## config.mk

```make
export PLATFORM = sky130hd
export DESIGN_NAME = tri_line_responder_flat
export DESIGN_NICKNAME = d
export VERILOG_FILES = /design/src/rtl/tri_line_pkg.sv /design/src/rtl/tri_line_responder_if.sv /design/src/rtl/line_sync.sv /design/src/rtl/tri_line_responder.sv /design/src/flat_wrapper.sv
export SDC_FILE = /design/constraint.sdc
export NUM_CORES = 1
export LEC_CHECK = 0
export BUFFER_PORTS_ARGS = -buffer_cell sky130_fd_sc_hd__buf_2
export CAP_MARGIN = 20
export CORE_MARGIN = 4
export CORE_UTILIZATION = 54
export CTS_BUF_LIST = sky130_fd_sc_hd__clkbuf_8
export DETAILED_ROUTE_END_ITERATION = 7
export GPL_TIMING_DRIVEN = 0
export PLACE_DENSITY = 0.81
export RECOVER_POWER = 25
export SLEW_MARGIN = 15
export SYNTH_ARGS = -nofsm -noshare
export SYNTH_HDL_FRONTEND = slang
export SYNTH_HIERARCHICAL = 1
export SYNTH_SLANG_ARGS = --single-unit
```

## constraint.sdc

```tcl
create_clock -name clk -period 2.5 [get_ports clk]
set_input_delay 0.125 -clock clk [delete_from_list [all_inputs] [get_ports clk]]
set_output_delay 0.125 -clock clk [all_outputs]
set_load 0.02 [all_outputs]
```

## src/rtl/tri_line_pkg.sv

```systemverilog
// Shared types and constants for the tristate-line responder.
package tri_line_pkg;

  localparam int   FRAME_DATA_BITS = 8;
  localparam logic LINE_IDLE       = 1'b1;

  typedef enum logic [2:0] {
    IDLE,
    RX_START,
    RX_DATA,
    RX_STOP,
    TURN,
    TX_START,
    TX_DATA,
    TX_STOP
  } tri_state_t;

  function automatic logic is_tx_state(input tri_state_t s);
    return (s == TX_START) || (s == TX_DATA) || (s == TX_STOP);
  endfunction

endpackage

```

## src/rtl/tri_line_responder_if.sv

```systemverilog
// User-side command/reply port of the tristate-line responder.
interface tri_line_responder_if;
  import tri_line_pkg::*;

  logic [FRAME_DATA_BITS-1:0] rx_data;
  logic                       rx_valid;
  logic                       frame_err;
  logic [FRAME_DATA_BITS-1:0] tx_data;
  logic                       tx_load;
  logic                       tx_ready;

  modport master (
    input  rx_data, rx_valid, frame_err, tx_ready,
    output tx_data, tx_load
  );

  modport slave (
    output rx_data, rx_valid, frame_err, tx_ready,
    input  tx_data, tx_load
  );

endinterface

```

## src/rtl/line_sync.sv

```systemverilog
// Two-flop pad synchronizer with a falling-edge detector whose history
// flop can be forced idle.
module line_sync
  import tri_line_pkg::*;
(
  input  logic clk,
  input  logic rst,
  input  logic line_in,
  input  logic hist_force,
  output logic rx_bit,
  output logic fall
);

  logic sync_p0;
  logic sync_p1;
  logic hist_p2;

  always_ff @(posedge clk) begin
    if (rst) begin
      sync_p0 <= LINE_IDLE;
      sync_p1 <= LINE_IDLE;
      hist_p2 <= LINE_IDLE;
    end else begin
      sync_p0 <= line_in;
      sync_p1 <= sync_p0;
      // Forcing history high hides the level our own reply left behind.
      hist_p2 <= hist_force ? LINE_IDLE : sync_p1;
    end
  end

  assign rx_bit = sync_p1;
  assign fall   = hist_p2 & ~sync_p1;

endmodule

```

## src/rtl/tri_line_responder.sv

```systemverilog
// Responder end of a half-duplex single-wire line: receives a framed
// command, then turns the line around and sends an optional reply byte.
module tri_line_responder
  import tri_line_pkg::*;
#(
  parameter int BIT_CYCLES  = 4,
  parameter int TURN_CYCLES = 2
) (
  input  logic                 clk,
  input  logic                 rst,
  input  logic                 line_in,
  output logic                 line_out,
  output logic                 line_oe,
  output logic                 busy,
  tri_line_responder_if.slave  usr
);

  localparam int                   BIT_IDX_W = $clog2(FRAME_DATA_BITS);
  localparam logic [7:0]           BIT_LD    = 8'(BIT_CYCLES);
  localparam logic [7:0]           HALF_LD   = 8'(BIT_CYCLES / 2);
  localparam logic [7:0]           TURN_LD   = 8'(TURN_CYCLES);
  localparam logic [BIT_IDX_W-1:0] LAST_BIT  = BIT_IDX_W'(FRAME_DATA_BITS - 1);
  localparam logic [BIT_IDX_W-1:0] BIT_ONE   = BIT_IDX_W'(1);

  tri_state_t                 state, state_nxt;
  logic [7:0]                 cnt, cnt_nxt;
  logic [BIT_IDX_W-1:0]       bit_idx, bit_idx_nxt;
  logic [FRAME_DATA_BITS-1:0] rx_sh, rx_sh_nxt;
  logic [FRAME_DATA_BITS-1:0] tx_sh, tx_sh_nxt;
  logic [FRAME_DATA_BITS-1:0] tx_buf;
  logic [FRAME_DATA_BITS-1:0] rx_data_q;
  logic                       rx_valid_q, frame_err_q;
  logic                       tx_full, load_ok;
  logic                       rx_bit, fall, tick, hist_force;
  logic                       rx_take, err_take, tx_done;
  logic                       line_out_nxt, line_oe_nxt;

  line_sync u_line_sync (
    .clk        (clk),
    .rst        (rst),
    .line_in    (line_in),
    .hist_force (hist_force),
    .rx_bit     (rx_bit),
    .fall       (fall)
  );

  // The counter is reloaded with a period and the event fires when it
  // reaches 1, so an event lands exactly "period" clocks after the load.
  assign tick    = (cnt == 8'd1);
  assign load_ok = usr.tx_load & ~tx_full;

  always_ff @(posedge clk) begin
    if (rst) state <= IDLE;
    else     state <= state_nxt;
  end

  always_comb begin
    state_nxt   = state;
    cnt_nxt     = cnt - 8'd1;
    bit_idx_nxt = bit_idx;
    rx_sh_nxt   = rx_sh;
    tx_sh_nxt   = tx_sh;
    rx_take     = 1'b0;
    err_take    = 1'b0;
    tx_done     = 1'b0;
    case (state)
      IDLE: begin
        cnt_nxt = cnt;
        if (fall) begin
          state_nxt = RX_START;
          cnt_nxt   = HALF_LD;
        end
      end
      RX_START: if (tick) begin
        if (rx_bit) begin
          state_nxt = IDLE;
        end else begin
          state_nxt   = RX_DATA;
          cnt_nxt     = BIT_LD;
          bit_idx_nxt = '0;
        end
      end
      RX_DATA: if (tick) begin
        rx_sh_nxt   = {rx_bit, rx_sh[FRAME_DATA_BITS-1:1]};
        cnt_nxt     = BIT_LD;
        bit_idx_nxt = bit_idx + BIT_ONE;
        if (bit_idx == LAST_BIT) state_nxt = RX_STOP;
      end
      RX_STOP: if (tick) begin
        if (rx_bit) begin
          rx_take   = 1'b1;
          state_nxt = TURN;
          cnt_nxt   = TURN_LD;
        end else begin
          err_take  = 1'b1;
          state_nxt = IDLE;
        end
      end
      // The buffer flag is sampled before this edge, so a load arriving
      // on the expiry clock itself waits for the next command.
      TURN: if (tick) begin
        if (tx_full) begin
          state_nxt = TX_START;
          cnt_nxt   = BIT_LD;
          tx_sh_nxt = tx_buf;
        end else begin
          state_nxt = IDLE;
        end
      end
      TX_START: if (tick) begin
        state_nxt   = TX_DATA;
        cnt_nxt     = BIT_LD;
        bit_idx_nxt = '0;
      end
      TX_DATA: if (tick) begin
        cnt_nxt     = BIT_LD;
        bit_idx_nxt = bit_idx + BIT_ONE;
        if (bit_idx == LAST_BIT) state_nxt = TX_STOP;
        else                     tx_sh_nxt = tx_sh >> 1;
      end
      TX_STOP: if (tick) begin
        tx_done   = 1'b1;
        state_nxt = IDLE;
      end
      default: state_nxt = IDLE;
    endcase
  end

  always_comb begin
    line_oe_nxt = is_tx_state(state_nxt);
    case (state_nxt)
      TX_START: line_out_nxt = 1'b0;
      TX_DATA:  line_out_nxt = tx_sh_nxt[0];
      default:  line_out_nxt = LINE_IDLE;
    endcase
    hist_force = tx_done;
  end

  always_ff @(posedge clk) begin
    if (rst) begin
      cnt         <= '0;
      bit_idx     <= '0;
      line_out    <= LINE_IDLE;
      line_oe     <= 1'b0;
      rx_valid_q  <= 1'b0;
      frame_err_q <= 1'b0;
      rx_data_q   <= '0;
      tx_full     <= 1'b0;
    end else begin
      cnt         <= cnt_nxt;
      bit_idx     <= bit_idx_nxt;
      line_out    <= line_out_nxt;
      line_oe     <= line_oe_nxt;
      rx_valid_q  <= rx_take;
      frame_err_q <= err_take;
      if (rx_take) rx_data_q <= rx_sh;
      if (tx_done)      tx_full <= 1'b0;
      else if (load_ok) tx_full <= 1'b1;
    end
  end

  always_ff @(posedge clk) begin
    rx_sh <= rx_sh_nxt;
    tx_sh <= tx_sh_nxt;
    if (load_ok) tx_buf <= usr.tx_data;
  end

  assign usr.rx_data   = rx_data_q;
  assign usr.rx_valid  = rx_valid_q;
  assign usr.frame_err = frame_err_q;
  assign usr.tx_ready  = ~tx_full;
  assign busy          = (state != IDLE);

endmodule

```

## src/flat_wrapper.sv

```systemverilog
// flat-port wrapper written by rule: the top's interface ports become plain ports
module tri_line_responder_flat import tri_line_pkg::*;
#(
  parameter int BIT_CYCLES  = 4,
  parameter int TURN_CYCLES = 2
)
  (clk, rst, line_in, line_out, line_oe, busy, usr_rx_data, usr_rx_valid, usr_frame_err, usr_tx_ready, usr_tx_data, usr_tx_load);
  tri_line_responder_if usr_i ();
  input  logic clk;
  input  logic rst;
  input  logic line_in;
  output logic line_out;
  output logic line_oe;
  output logic busy;
  output wire logic [$bits(usr_i.rx_data)-1:0] usr_rx_data;
  output wire logic [$bits(usr_i.rx_valid)-1:0] usr_rx_valid;
  output wire logic [$bits(usr_i.frame_err)-1:0] usr_frame_err;
  output wire logic [$bits(usr_i.tx_ready)-1:0] usr_tx_ready;
  input wire logic [$bits(usr_i.tx_data)-1:0] usr_tx_data;
  input wire logic [$bits(usr_i.tx_load)-1:0] usr_tx_load;
  assign usr_rx_data = usr_i.rx_data;
  assign usr_rx_valid = usr_i.rx_valid;
  assign usr_frame_err = usr_i.frame_err;
  assign usr_tx_ready = usr_i.tx_ready;
  assign usr_i.tx_data = usr_tx_data;
  assign usr_i.tx_load = usr_tx_load;
  tri_line_responder #(.BIT_CYCLES(BIT_CYCLES), .TURN_CYCLES(TURN_CYCLES)) u_core (.clk(clk), .rst(rst), .line_in(line_in), .line_out(line_out), .line_oe(line_oe), .busy(busy), .usr(usr_i));
endmodule
```

# == Word level (Yosys, flattened, before mapping) ==
# Index checks and enable logic that the tools add are counted.
# op_classes
n_addsub,2
eq_ne,21
n_mux,40
n_bitwise,6
reduce_logical,13
# op_table
operator,count
$mux 8,12
$mux 3,16
$pmux 8 s5,1
$eq 3x3->1 const B,8
$pmux 3 s8,1
$pmux 8 s2,1
$ne 2x1->1 const B,7
$reduce_and 5->1,2
$pmux 3 s3,1
$eq 8x1->1 const B,1
$sub 8x1->8 const B,1
$eq 3x2->1 const B,2
$mux 1,6
$reduce_bool 3->1,2
$reduce_or 3->1,2
$ne 2x2->1 const B,2
$not 1->1,4
$reduce_or 2->1,2
$add 3x1->3 const B,1
$eq 3x1->1 const B,1
$logic_not 3->1,1
$and 1x1->1,2
$logic_or 1x1->1,2
$mux 2,1
3 further kinds,3
# totals
register_bits,54
output_inout_bits,14
word_cells,98

# == Logic depth before layout (Yosys ltp) ==
# depth
depth_word,7
ltp_mapped,8

# == Modules after synthesis ==
# The synthesis kept the hierarchy.
# modules_own_cells
mod,instances,cells_each,area_each_um2,seq_area_each_um2
tri_line_responder,1,194,2284.7,1251.2
line_sync,1,7,87.6,60.1

# == Worst setup path after synthesis ==
# Ideal clock, no wire load.
# synth_timing
kind,register to register
startpoint,register u_core.cnt[1]
endpoint,"register u_core.tx_sh[1], enable pin"
setup_time_ns,0.393
arrival_time_ns,1.964
required_ns,2.107
slack_ns,0.143
stages_incl_launch_ff,6
path_buffers,0
synth_period_minus_slack_ns,2.357
path_cell_list,dfxtp_1 -> inv_1 -> ha_1 -> nor4b_2 -> nand2_1 -> nor4b_1
# synth_between
elab_chain_len,3
word_cells_on_any_way,4
# synth_lines
element,line_no,text
from (decl),tri_line_responder.sv:26,"logic [7:0] cnt, cnt_nxt;"
from (signal assigned),tri_line_responder.sv:150,cnt <= cnt_nxt;
$eq 8x1->1 *,tri_line_responder.sv:49,assign tick = (cnt == 8'd1);
$ne 2x1->1 (no source line),--,
$reduce_and 5->1 (no source line) *,--,
to (signal assigned),tri_line_responder.sv:164,tx_sh <= tx_sh_nxt;
to (decl),tri_line_responder.sv:29,"logic [FRAME_DATA_BITS-1:0] tx_sh, tx_sh_nxt;"
# Mark *: on every way between the ends. The rest lies on a longest branch, timed or not.
# A chain may end at the register's enable or synchronous reset.

# == Final worst setup path ==
# layout_timing
startpoint,register u_core.cnt[1]
endpoint,"register u_core.tx_sh[7], enable pin"
# Same word-level chain as after synthesis.

==> results.sh <==
export IMPL_run_status="finished, final reports clean"
export IMPL_cts_sinks=54
export IMPL_power_density_nw_per_um2=611.7
export IMPL_critPathKind="flip-flop to flip-flop"
export IMPL_diodes=0
export IMPL_p_leak_uw=0.001037
export IMPL_drv_cap=0
export IMPL_async_reset_ff_frac=0
export IMPL_hp_class="input pin to flip-flop"
export IMPL_num_rows=23
export IMPL_hold_end="u_core/u_line_sync/rx_bit"
export IMPL_netlist_area_um2=2372
export IMPL_critPathArrivalTime_ns=2.24
export IMPL_r2r_start="u_core/cnt[1]"
export IMPL_yosysUniqueCellTypes=57
export IMPL_ir_worst_vdd_v=0.0003574
export IMPL_fmax_mhz=437.2
export IMPL_postRouteAntennaNets=0
export IMPL_min_period_ns=2.287
export IMPL_grt_pass1_vias=1561
export IMPL_synth_nets=217
export IMPL_hold_slack_ns=0.02992
export IMPL_tritoncts="done"
export IMPL_drt_pass1_iterations=4
export IMPL_reg2reg_to="u_core/tx_sh[7]"
export IMPL_relSlewSlack=0.5449
export IMPL_r2r_cells=5
export IMPL_startpoint_type="flip-flop"
export IMPL_antenna_found_initial=0
export IMPL_ctsHtreeMaxLevel=2
export IMPL_r2r_slack_ns=0.21
export IMPL_holdPathStages=2
export IMPL_area_growth_synth_to_final_pct=17.25
export IMPL_dp_hpwl_um=3340
export IMPL_cts_setup_buffers=0
export IMPL_power_uw=1701
export IMPL_postSynthAreaPerCell_um2=11.80
export IMPL_grt_max_degree=17
export IMPL_period_share=0.9149
export IMPL_cts_max_path_buffers=2
export IMPL_tightest_slew_ns=0.6812
export IMPL_cts_buffers_inserted=5
export IMPL_drive_gt1_frac=0.2295
export IMPL_yosysWarnings=6
export IMPL_drtIter0Drc=111
export IMPL_worst_setup_path_end_kind="flip-flop"
export IMPL_min_delay_start="rst"
export IMPL_yosys_top_cells_count="dfxtp_1, nor2_1, edfxtp_1"
export IMPL_synth_flop_cell="dfxtp_1"
export IMPL_via_per_inst=5.585
export IMPL_setup_ws_ns=0.2128
export IMPL_clock_root_buffer="clkbuf_8"
export IMPL_core_um2=4115
export IMPL_synth_top_area_frac=0.2911
export IMPL_grt_use_total=0.1875
export IMPL_io_buffers=25
export IMPL_die_y_um=74.28
export IMPL_pre_cts_ws_ns=0.03800
export IMPL_wl_per_cell_um=15.95
export IMPL_io_pin_count=26
export IMPL_drc_errors=0
export IMPL_fin_nets=259
export IMPL_final_setup_skew_ns=0.006998
export IMPL_synth_edf_count=23
export IMPL_num_vias=1642
export IMPL_yosys_area_top_type="edfxtp_1"
export IMPL_place_congestion=0.8885
export IMPL_synth_area_leaders="edfxtp_1, dfxtp_1, mux2i_1"
export IMPL_hold_violations=0
export IMPL_routed_wl_um=4690
export IMPL_cp_required_ns=2.45
export IMPL_clk_pin_slew_ns=0.09
export IMPL_setup_viol=0
export IMPL_postLayoutCoreUtil=0.6759
export IMPL_rsz0062_at_grt="no"
export IMPL_overflow=0
export IMPL_initial_utilization=0.5765
export IMPL_synth_seq_cells=54
export IMPL_die_area_um2=5518
export IMPL_synth_most_common_cell="dfxtp_1"
export IMPL_drv_slew=0
export IMPL_yosysSeqAreaShare=0.5527
export IMPL_grt_first_pass_wirelength_um=7665
export IMPL_synthCells=201
export IMPL_worst_skew_pair_late_latency_ns=0.31
export IMPL_die_w_um=74.28
export IMPL_path_max_fanout=7
-- worst max-delay path by stage --
stage | from | end
6_report | u_core/cnt[1] | u_core/tx_sh[7]
5_1_grt | u_core/cnt[1] | u_core/tx_sh[2]
4_1_cts | u_core/cnt[1] | u_core/tx_sh[7]
3_5_place_dp | u_core/cnt[1] | u_core/tx_sh[4]
3_3_place_gp | u_core/cnt[1] | u_core/rx_sh[0]
2_1_floorplan | u_core/cnt[1] | u_core/tx_sh[1]
-- timing repair --
action | CTS | global route
resized for setup | 0 | 1
hold endpoints to repair | 9 | 0
setup endpoints to repair | 0 | 7
hold buffers | 9 | 0
-- cell type report --
class,instances,area [um^2]
Clock inverter,3,41.29
Fill cell,320,1334
Sequential cell,54,1311
Tap cell,50,62.56
Timing Repair Buffer,35,215.2
Clock buffer,5,68.82
Inverter,7,26.28
Buffer,10,73.82
Multi-Input combinational cell,130,982.2
-- metal layers --
metal / GRT usage / vias up / part of all wire
met5: 0 / - / 0
met4: 0.07115 / 0 / 0.016
met3: 0.05541 / 6 / 0.040
met2: 0.3071 / 30 / 0.50
met1: 0.2351 / 796 / 0.44
li1: - / 810 / -
-- through the flow --
step                setup TNS, ns  instance area, um^2  cells
global placement           -4.894                 2560    276
finish                          0                 2781    294
floorplan                       0                 2372    201
CTS                             0                 2778    294
global route                    0                 2781    294
detailed placement              0                 2577    277
-- critical path: stages, from the launching register on --
cell and delay, ns:
dfxtp_1 0.33, inv_1 0.08, ha_1 0.15, nor4b_2 0.34
nand2_1 0.37, nor4b_4 0.65
-- cell families after synthesis --
logic type | Yosys count | synth area share
xor+xnor | 6 | 0.02215
simple gates | 77 | 0.1999
compound gates | 31 | 0.1113
flops | 54 | 0.5527
buf+inv | 17 | 0.04220
mux | 12 | 0.05063
fa+ha+maj | 4 | 0.02110
-- placed cells by master, fill, tap and decap left out, drive strengths merged, types with 3 or more instances in the layout --
cell type     n
xnor2         4
dlygate4sd3   9
edfxtp       23
nor2         26
nor2b         3
inv           8
buf          26
clkbuf       15
nand2b        5
nor4          4
nor3          9
dfxtp        31
a22o          6
a21oi         6
nand2         9
mux2i        12
ha            4
o21ai         4
-- registers in the layout, summed over array words and instances, names as in the netlist --
name and count:
u_core/usr.frame_err 1, u_core/usr.rx_data 8, u_core/u_line_sync/sync_p0 1, u_core/tx_buf 8
u_core/line_out 1, u_core/state 3, u_core/u_line_sync/hist_p2 1, u_core/tx_full 1
u_core/tx_sh 8, u_core/cnt 8, u_core/usr.rx_valid 1, u_core/bit_idx 3
u_core/rx_sh 8, u_core/line_oe 1, u_core/u_line_sync/rx_bit 1
-- power by group --
group          total, uW  internal, uW  switching, uW  leakage, uW
clock network        569           295            275    0.0000556
logic                172          70.1            101     0.000533
registers            960           940           20.5     0.000448
total               1700          1300            397      0.00104
No activity file was read; power rests on OpenSTA's default activity.
